$ cat src/rtl/rv32i_pkg.sv
// Shared RV32I definitions for the fetch and decode stages.
package rv32i_pkg;

    typedef enum logic [1:0] {
        BOOT  = 2'd0,
        FETCH = 2'd1,
        DRAIN = 2'd2,
        HOLD  = 2'd3
    } fetch_state_t;

    localparam logic [31:0] RV32I_NOP      = 32'h0000_0013;
    localparam logic [31:0] RV32I_RESET_PC = 32'h0000_0000;

endpackage

$ cat src/rtl/instruction_fetch.sv
// Fetch stage: owns the PC, issues one word read at a time and hands each instruction to
// decode over valid/ready. Redirects squash any in-flight or held instruction.
module instruction_fetch
    import rv32i_pkg::*;
#(
    parameter logic [31:0] RESET_PC  = RV32I_RESET_PC,
    parameter logic [31:0] NOP_INSTR = RV32I_NOP
) (
    input  logic        clk,
    input  logic        rst,
    output logic        imem_req,
    output logic [31:0] imem_addr,
    input  logic        imem_ack,
    input  logic [31:0] imem_rdata,
    output logic [31:0] instruction,
    output logic [31:0] instr_pc,
    output logic        instr_valid,
    input  logic        instr_ready,
    input  logic        redirect_valid,
    input  logic [31:0] redirect_pc
);

    fetch_state_t state_q, state_d;
    logic [31:0]  pc_q, pc_d;
    logic [31:0]  drain_addr_q, drain_addr_d;
    logic [31:0]  instr_q, instr_d;
    logic [31:0]  instr_pc_q, instr_pc_d;
    logic         valid_q, valid_d;
    logic [31:0]  redirect_target;

    assign redirect_target = redirect_pc & 32'hFFFF_FFFC;

    always_comb begin
        state_d      = state_q;
        pc_d         = pc_q;
        drain_addr_d = drain_addr_q;
        instr_d      = instr_q;
        instr_pc_d   = instr_pc_q;
        valid_d      = valid_q;
        unique case (state_q)
            BOOT: state_d = FETCH;
            FETCH: begin
                if (redirect_valid) begin
                    pc_d = redirect_target;
                    // An unacked request cannot be withdrawn; remember it so the address
                    // stays stable while we wait to throw its data away.
                    if (!imem_ack) begin
                        drain_addr_d = pc_q;
                        state_d      = DRAIN;
                    end
                end else if (imem_ack) begin
                    instr_d    = imem_rdata;
                    instr_pc_d = pc_q;
                    valid_d    = 1'b1;
                    pc_d       = pc_q + 32'd4;
                    state_d    = HOLD;
                end
            end
            DRAIN: begin
                if (redirect_valid) pc_d = redirect_target;
                if (imem_ack) state_d = FETCH;
            end
            HOLD: begin
                if (redirect_valid || instr_ready) begin
                    if (redirect_valid) pc_d = redirect_target;
                    valid_d = 1'b0;
                    instr_d = NOP_INSTR;
                    state_d = FETCH;
                end
            end
            default: state_d = BOOT;
        endcase
    end

    always_ff @(posedge clk) begin
        if (rst) begin
            state_q      <= BOOT;
            pc_q         <= RESET_PC;
            drain_addr_q <= RESET_PC;
            instr_q      <= NOP_INSTR;
            instr_pc_q   <= 32'h0;
            valid_q      <= 1'b0;
        end else begin
            state_q      <= state_d;
            pc_q         <= pc_d;
            drain_addr_q <= drain_addr_d;
            instr_q      <= instr_d;
            instr_pc_q   <= instr_pc_d;
            valid_q      <= valid_d;
        end
    end

    assign imem_req    = (state_q == FETCH) || (state_q == DRAIN);
    assign imem_addr   = (state_q == DRAIN) ? drain_addr_q : pc_q;
    assign instruction = instr_q;
    assign instr_pc    = instr_pc_q;
    assign instr_valid = valid_q;

endmodule
$ cat config.mk
export PLATFORM = sky130hd
export DESIGN_NAME = instruction_fetch
export DESIGN_NICKNAME = d
export VERILOG_FILES = /design/src/rtl/rv32i_pkg.sv /design/src/rtl/instruction_fetch.sv
export SDC_FILE = /design/constraint.sdc
export NUM_CORES = 1
export LEC_CHECK = 0
export CAP_MARGIN = 20
export CORE_ASPECT_RATIO = 1.75
export CORE_MARGIN = 1
export CORE_UTILIZATION = 48
export DETAILED_ROUTE_END_ITERATION = 8
export PLACE_DENSITY = 0.87
export SLEW_MARGIN = 5
export SYNTH_ARGS = -nofsm -noshare
export SYNTH_HDL_FRONTEND = slang
export SYNTH_SLANG_ARGS = --single-unit
$ cat constraint.sdc
create_clock -name clk -period 2.8 [get_ports clk]
set_clock_uncertainty 0.15 [all_clocks]
set_input_delay 0.28 -clock clk [delete_from_list [all_inputs] [get_ports clk]]
set_output_delay 0.28 -clock clk [all_outputs]
set_load 0.02 [all_outputs]
[Yosys cells after proc, flatten, opt, wreduce, memory -nomap -nowiden]
Cells that the tools add are included.
Storage, ports and cells
  input bits: 69
  register bits after elaboration: 131
  logic and storage cells: 48
Operators by class
  bitwise gates (word level): 2
  reductions and logical operators: 10
  add/subtract/negate cells: 1
  mux-type cells: 20
  equal/unequal tests: 9
Operator list (number)
  $mux W32: 8
  $pmux W32 S3: 1
  $pmux W32 S2: 1
  $add A32 B3 Y32 const B: 1
  $mux W2: 5
  $reduce_and A3 Y1: 3
  $ne A2 B2 Y1 const B: 4
  $pmux W2 S4: 1
  $reduce_and A4 Y1: 2
  $ne A3 B3 Y1 const B: 2
  $eq A2 B2 Y1 const B: 2
  $mux W1: 3
  $reduce_bool A3 Y1: 1
  $eq A2 B1 Y1 const B: 1
  $logic_not A2 Y1: 1
  $logic_or A1 B1 Y1: 2
  $not A1 Y1: 2
  $pmux W1 S2: 1
  $reduce_bool A2 Y1: 1

[Longest topological paths before layout]
Gate-level depths: netlist (run 1).
  depth in word-level cells: 4
  depth in mapped cells: 10
  depth with buffers taken out: 7

[Worst setup path after synthesis (run 1)]
No wires, ideal clock.
  path kind: register -> register
  start point: register pc_q[2]
  end point: register pc_q[26]
  stages on the path, launching flop included: 8
  buffers on the path: 1
  setup time: 0.077 ns
  data arrival time: 2.307 ns
  path slack: 0.267 ns
  path through: dfxtp_1 -> ha_1 -> nand3_1 -> or4_1 -> buf_2 -> or3_1 -> or4_1 -> a41oi_2
On the way
  longest elaborated chain between the ends: 4
Ends and longest elaborated chain
  start, declared: line instruction_fetch.sv:24  | logic [31:0] pc_q, pc_d;
  start signal, assigned: line instruction_fetch.sv:85  | pc_q <= pc_d;
  $add A32 B3 Y32: line instruction_fetch.sv:55  | pc_d = pc_q + 32'd4;
  $mux W32: line instruction_fetch.sv:51  | end else if (imem_ack) begin
  $mux W32: line instruction_fetch.sv:43  | if (redirect_valid) begin
  $pmux W32 S3: line instruction_fetch.sv:40  | unique case (state_q)
No other way between the ends. The select of a mux whose other input is x is not followed.
A chain may end at the register's enable or synchronous reset.

[Worst setup path in the final report (run 1)]
  start point: register state_q[0]
  end point: output imem_addr[30]
On the way
  longest elaborated chain between the ends: 2
Ends and longest elaborated chain
  start, declared: line instruction_fetch.sv:23  | fetch_state_t state_q, state_d;
  start signal, assigned: line instruction_fetch.sv:84  | state_q <= state_d;
  $eq A2 B2 Y1: line instruction_fetch.sv:94  | assign imem_addr = (state_q == DRAIN) ? drain_addr_q : pc_q;
  $mux W32: line instruction_fetch.sv:94
  end, declared: line instruction_fetch.sv:12  | output logic [31:0] imem_addr,
No other way between the ends.

==> out/qor.csv, run 1 <==
metric,value,unit
CP Capture Type,output pin,
wire per inst,16.8,µm
met3 usage,6.31,%
met1 Use GR,30.6,%
Place WS,149,ps
final setup violation count,0,
Mean Syn Cell Area,7.71,µm²
Reg2Reg Depth,6,
first-pass GRT wire length,29100,µm
synthesized flop and latch total,125,
clock buffer depth,2,
clock network latency to the later pin of the worst-skew pair,420,ps
internal reg-to-reg setup slack,200,ps
PD cells,640,mW/mm²
Crit-path slowest cell,clkdlybuf4s50_1,
Resized cells post-CTS,0,
vias post-DR,6168,
Crit path buffers/inverters,3,
Synth Warn #,0,
largest net degree at the start of global routing,53,
"Clk pin slew, worst setup/hold paths",60,ps
initial antenna violation count,0,
most frequent cell after synthesis,nand2_1,
Area after DPL,0.00774,mm²
ant diodes,0,
Rel. slew slack,53.1,%
total wire length,18300,µm
post-CTS setup repair buffer count,0,
"Slew Viols, Final",0,
Die X,86.1,µm
Worst path top cell family by delay,buffers and inverters,
total grt overflow,0,
H-tree depth,4,
worst-case hold path end point,drain_addr_q[29],
post-synthesis sequential area ratio,42.1,%
MaxCap Viol Count,0,
initial drt markers,533,
hold path startpoint,rst,
Synth area leaders,"dfxtp_1, nand2_1, a21oi_1, mux2_2, clkbuf_1",
post-synthesis cell type count,50,
GR peak layer,met2,
status,finished clean,
cell taking the most area after synthesis,dfxtp_1,
Hold Path Depth,2,
Hold Crit Class,in -> reg,
IO buf count,160,
Final HPWL DP,12300,µm
synth-to-layout area growth,40.1,%
final hold vios,0,
TNS Setup,0,ps
number of synthesized flops with an enable pin,0,
Synth Cell Area,0.00594,mm²
CP Data Required Time,2370,ps
Critical Path AT,2270,ps
Synth Instances,771,
clock sinks,125,
Via density,5.66,
Initial Utilization,49.3,%
CTS tree,yes,
fin nets,985,
Tot GR Track Use,29.1,%
CP Launch Type,register,
Pre-antenna DRT Iters,5,
final setup slack of the worst path,102,ps
"top cells by count, synth","nand2_1, dfxtp_1, a21oi_1",
crit path time final,2700,ps
layout cells sized above 1,11.9,%
RR Startpoint,pc_q[2],
Final Cycle Share,96.4,%
CP max FO,16,
I/O Pins,167,
Yosys top cell area share,42.1,%
Die ar.,0.0129,mm²
post-layout util,69.0,%
Leakage Power,2.87,nW
worst-path cell chain,"inv_1, ha_1, buf_4, mux2_2, clkdlybuf4s50_1",
Max Clk Rate,371,MHz
number of global-route vias before repair,5925,
Total Power,5.33,mW
FF-to-FF End,pc_q[26],
CTS Buf Count,17,
final antenna-violating net count,0,
Die H,149,µm
unrepaired setup endpoints after global routing,no,
FILL cells,942,
root buffer cell,clkbuf_16,
GR Util met2,51.4,%
row cnt,53,
Remaining DRCs,0,
Placer Congestion,0.919,
Synth async-reset ratio,0,%
"Primary FF master, synth",dfxtp_1,
Core Area,0.0121,mm²
CTS hold repair buffers,0,
actual slew at the worst max-slew pin,697,ps
max incr delay on CP,560,ps
Worst Setup Path Type,reg -> out,
design area,0.00833,mm²
VDD IR max,457,µV
## cells in the final DEF (no fill, tap or decap), drive strengths merged, types with 5 or more instances in the layout
cell,synthesis,routed
clkdlybuf4s50,0,159
o31ai,5,5
nand4,10,10
nor3,11,11
a31oi,11,11
dfxtp,125,125
nor2,28,28
and2,11,11
nand2,194,194
and3,5,5
mux2,33,33
inv,4,6
a21oi,112,112
nand3,20,20
clkbuf,58,19
or3,6,6
o21ai,27,27
or4,5,5
nand3b,29,29
buf,18,36
## cells by family after synthesis
family,count (synthesis),synth area share (%)
xor gates and xnor gates,1,0.147
other,1,0.0631
AOI/OAI and AO/OA,189,18.1
muxes,35,6.59
and+or+nand+nor,336,26.7
buffers and inverters,80,5.49
adders and majority gates,4,0.842
DFF,125,42.1
## metrics by stage
step	instances	hold slack, ps
after floorplan	774	283
after global placement	1058	288
after detailed placement	1058	294
after CTS	1089	195
after global routing	1089	221
final	1089	199
## area by class of cell
cell class              instances  area, µm²  share of cell area (%)
repair buffers                195       1870                    22.5
flip-flops and latches        125       2500                    30.0
well taps                     165        206                    2.48
clock buffers                  19        453                    5.44
inverters                       4       15.0                   0.180
clock inverters                12        139                    1.67
multi-input cells             569       3140                    37.7
## registers in the layout, summed over array words and instances (netlist names)
register and flops:
instruction 32, pc_q 30, instr_pc 30, state_q 2
instr_valid 1, drain_addr_q 30
## layer usage
metal | up-vias | wire length [µm]
met3 | 75 | 1200
li1 | 2935 | -
met1 | 2859 | 6530
met2 | 299 | 9590
met4 | 0 | 936
met5 | - | 0
## where the power goes
group | internal (mW) | switching (mW) | total [mW]
Combinational | 0.505 | 0.623 | 1.13
Clock | 1.36 | 0.848 | 2.21
Sequential | 1.88 | 0.114 | 1.99
Total | 3.74 | 1.58 | 5.33
## how the worst max path moves through the flow
stage          depth (start not counted)              end  slack (ps)      startpoint
6_report                               5    imem_addr[30]         100      state_q[0]
5_1_grt                                5    imem_addr[30]          30      state_q[0]
4_1_cts                                5    imem_addr[30]         110      state_q[0]
3_5_place_dp                           7  instruction[28]         150  redirect_valid
3_3_place_gp                           6          pc_q[7]         250  redirect_valid
2_1_floorplan                          7         pc_q[26]         270         pc_q[2]
No activity file was read; power rests on OpenSTA's default activity.
==> inputs of run 2 (changes only) <==
--- a/config.mk
+++ b/config.mk
@@ -5,10 +5,12 @@
 export SDC_FILE = /design/constraint.sdc
 export NUM_CORES = 1
 export LEC_CHECK = 0
+export ABC_CLOCK_PERIOD_IN_PS = 2800
 export CAP_MARGIN = 20
-export CORE_ASPECT_RATIO = 1.75
+export CORE_ASPECT_RATIO = 0.75
 export CORE_MARGIN = 1
 export CORE_UTILIZATION = 48
+export CTS_CLUSTER_SIZE = 8
 export DETAILED_ROUTE_END_ITERATION = 8
 export PLACE_DENSITY = 0.87
 export SLEW_MARGIN = 5
==> run 2 against run 1 <==
  * Combinational power is essentially flat
  * Worst setup slack gained 54 ps
  * Sequential power is essentially flat
  * First-iteration DRC count shrank 12%
  * Maximum frequency grew 2.0%
  * Utilization grew 1.2 points
  * Register-to-register slack is essentially flat
  * Power shrank 2.2%
  * Critical path depth is the same
  * Sequential share of layout area grew 0.086 points
  * Cell area shrank 0.29%
  * Non-clock buffer count is the same
  * Highest routed layer unchanged
==> out/qor.csv, run 2 (synthesis results as in run 1) <==
metric,value,unit,change
status,finished clean,,unchanged
max reg flops,32,,unchanged
H-tree depth,4,,unchanged
"commonest non-fill, non-tap cell in the layout",nand2_1,,unchanged
Worst Setup Path Type,reg -> out,,unchanged
MaxCap Viol Count,0,,unchanged
Leakage Power,2.87,nW,about the same
vias post-DR,6014,,was 6168
Internal Pwr Total,3.74,mW,about the same
Final HPWL DP,11600,µm,was 12300 µm
IO buf count,160,,unchanged
final antenna-violating net count,0,,unchanged
internal reg-to-reg setup slack,210,ps,was 200 ps
Critical Path AT,2210,ps,was 2270 ps
Remaining DRCs,0,,unchanged
largest net degree at the start of global routing,53,,unchanged
number of global-route vias before repair,5605,,was 5925
Critical Path Source,state_q[0],,unchanged
P_sw,1.48,mW,was 1.58 mW
initial antenna violation count,0,,unchanged
PD cells,628,mW/mm²,was 640 mW/mm²
Tot GR Track Use,27.8,%,was 29.1%
Placer Congestion,0.858,,was 0.919
Rel. slew slack,56.8,%,was 53.1%
clock network latency to the later pin of the worst-skew pair,410,ps,was 420 ps
Resized cells post-CTS,0,,unchanged
I/O Pins,167,,unchanged
TNS Setup,0,ps,unchanged
fin nets,985,,unchanged
Die H,98.4,µm,was 149 µm
root buffer cell,clkbuf_16,,unchanged
combinational power share,21.3,%,was 21.2%
most frequent cells in the layout,"nand2_1, clkdlybuf4s50_1, dfxtp_1, a21oi_1, buf_4",,unchanged
Hold Path Depth,2,,unchanged
final non-filler cell total,1086,,was 1089
crit path time final,2640,ps,was 2700 ps
RR Startpoint,pc_q[2],,unchanged
Initial Utilization,50.3,%,was 49.3%
Place WS,206,ps,was 149 ps
Crit path buffers/inverters,3,,unchanged
VDD IR max,499,µV,was 457 µV
Die X,131,µm,was 86.1 µm
Hold Crit Class,in -> reg,,unchanged
Via density,5.54,,was 5.66
unrepaired setup endpoints after global routing,no,,unchanged
clock buffer depth,2,,unchanged
Die ar.,0.0128,mm²,was 0.0129 mm²
worst-case hold path end point,drain_addr_q[11],,was drain_addr_q[29]
placed insts,1055,,was 1058
CP Capture Type,output pin,,unchanged
FF-to-FF End,pc_q[26],,unchanged
final hold vios,0,,unchanged
first-pass GRT wire length,27900,µm,was 29100 µm
ant diodes,0,,unchanged
final setup violation count,0,,unchanged
max incr delay on CP,580,ps,was 560 ps
CP max FO,16,,unchanged
Final Cycle Share,94.4,%,was 96.4%
"Slew Viols, Final",0,,unchanged
row cnt,34,,was 53
Reg2Reg Depth,6,,unchanged
Max Clk Rate,378,MHz,was 371 MHz
layout cells sized above 1,11.6,%,was 11.9%
Crit-path slowest cell,clkdlybuf4s50_1,,unchanged
CP Data Required Time,2370,ps,about the same
Pre-antenna DRT Iters,5,,unchanged
worst-path cell chain,"inv_1, ha_1, buf_4, mux2_2, clkdlybuf4s50_1",,unchanged
CP Launch Type,register,,unchanged
design area,0.00831,mm²,was 0.00833 mm²
post-CTS setup repair buffer count,0,,unchanged
CTS hold repair buffers,0,,unchanged
actual slew at the worst max-slew pin,648,ps,was 697 ps
Seq pwr share,38.2,%,was 37.4%
post-layout util,70.2,%,was 69.0%
final setup slack of the worst path,156,ps,was 102 ps
initial drt markers,467,,was 533
wire per inst,15.9,µm,was 16.8 µm
Core Area,0.0118,mm²,was 0.0121 mm²
Area after DPL,0.00773,mm²,was 0.00774 mm²
clock sinks,125,,unchanged
hold path startpoint,rst,,unchanged
Worst path top cell family by delay,buffers and inverters,,unchanged
total wire length,17200,µm,was 18300 µm
synth-to-layout area growth,39.7,%,was 40.1%
sw frac,28.3,%,was 29.7%
total grt overflow,0,,unchanged
CTS tree,yes,,unchanged
"Clk pin slew, worst setup/hold paths",50,ps,was 60 ps
Clk pwr share,40.4,%,was 41.4%
CTS Buf Count,17,,unchanged
[run 2: changes by cell type in the layout (fill, tap and decap cells not counted)]
cell / delta
bufinv_16: -1
clkbuf_1: +2
clkbuf_8: +4
clkinv_2: +3
clkinv_4: -3
clkinvlp_4: -3
inv_6: -2
o21a_1: +1
o21a_2: -1
[run 2: power groups by stage]
stage / combinational [mW] / sequential (mW) / clock (mW)
after global routing: 1.20 / 2.01 / 2.23
after global placement: 1.08 / 2.02 / 0
after floorplan: 0.618 / 2.03 / 0
after detailed placement: 1.10 / 2.03 / 0
final: 1.11 / 1.99 / 2.11
after CTS: 1.11 / 1.99 / 2.14
[run 2: worst max-delay path by stage]
| stage | to | slack (ps) | depth (start not counted) |
|---|---|---|---|
| final | imem_addr[2] | 160 | 5 |
| after global routing | imem_addr[9] | 20 | 5 |
| after CTS | imem_addr[9] | 140 | 5 |
| after detailed placement | pc_q[26] | 210 | 6 |
| after global placement | pc_q[23] | 220 | 6 |
| after floorplan | pc_q[26] | 270 | 7 |
[run 2: metrics by stage]
| step | hold WS, ps | total power, mW |
|---|---|---|
| floorplan | 283 | 2.65 |
| CTS | 113 | 5.23 |
| finish | 130 | 5.21 |
| global placement | 287 | 3.11 |
| global route | 123 | 5.44 |
| detailed placement | 293 | 3.12 |
[run 2: layout make-up]
type                       count  area, µm²
timing repair buffer         195       1870
fill                         969       3520
tap                          162        203
multi-input combinational    569       3140
clock inverter                 6       57.6
clock buffer                  25        515
sequential                   125       2500
inverter                       4       15.0
[run 2: metal layers]
layer	vias up	track usage, %	wire length (µm)
met2	285	43.6	7870
met5	-	0	0
met4	0	7.87	146
met1	2770	35.0	7370
met3	12	11.0	1840
li1	2947	-	-
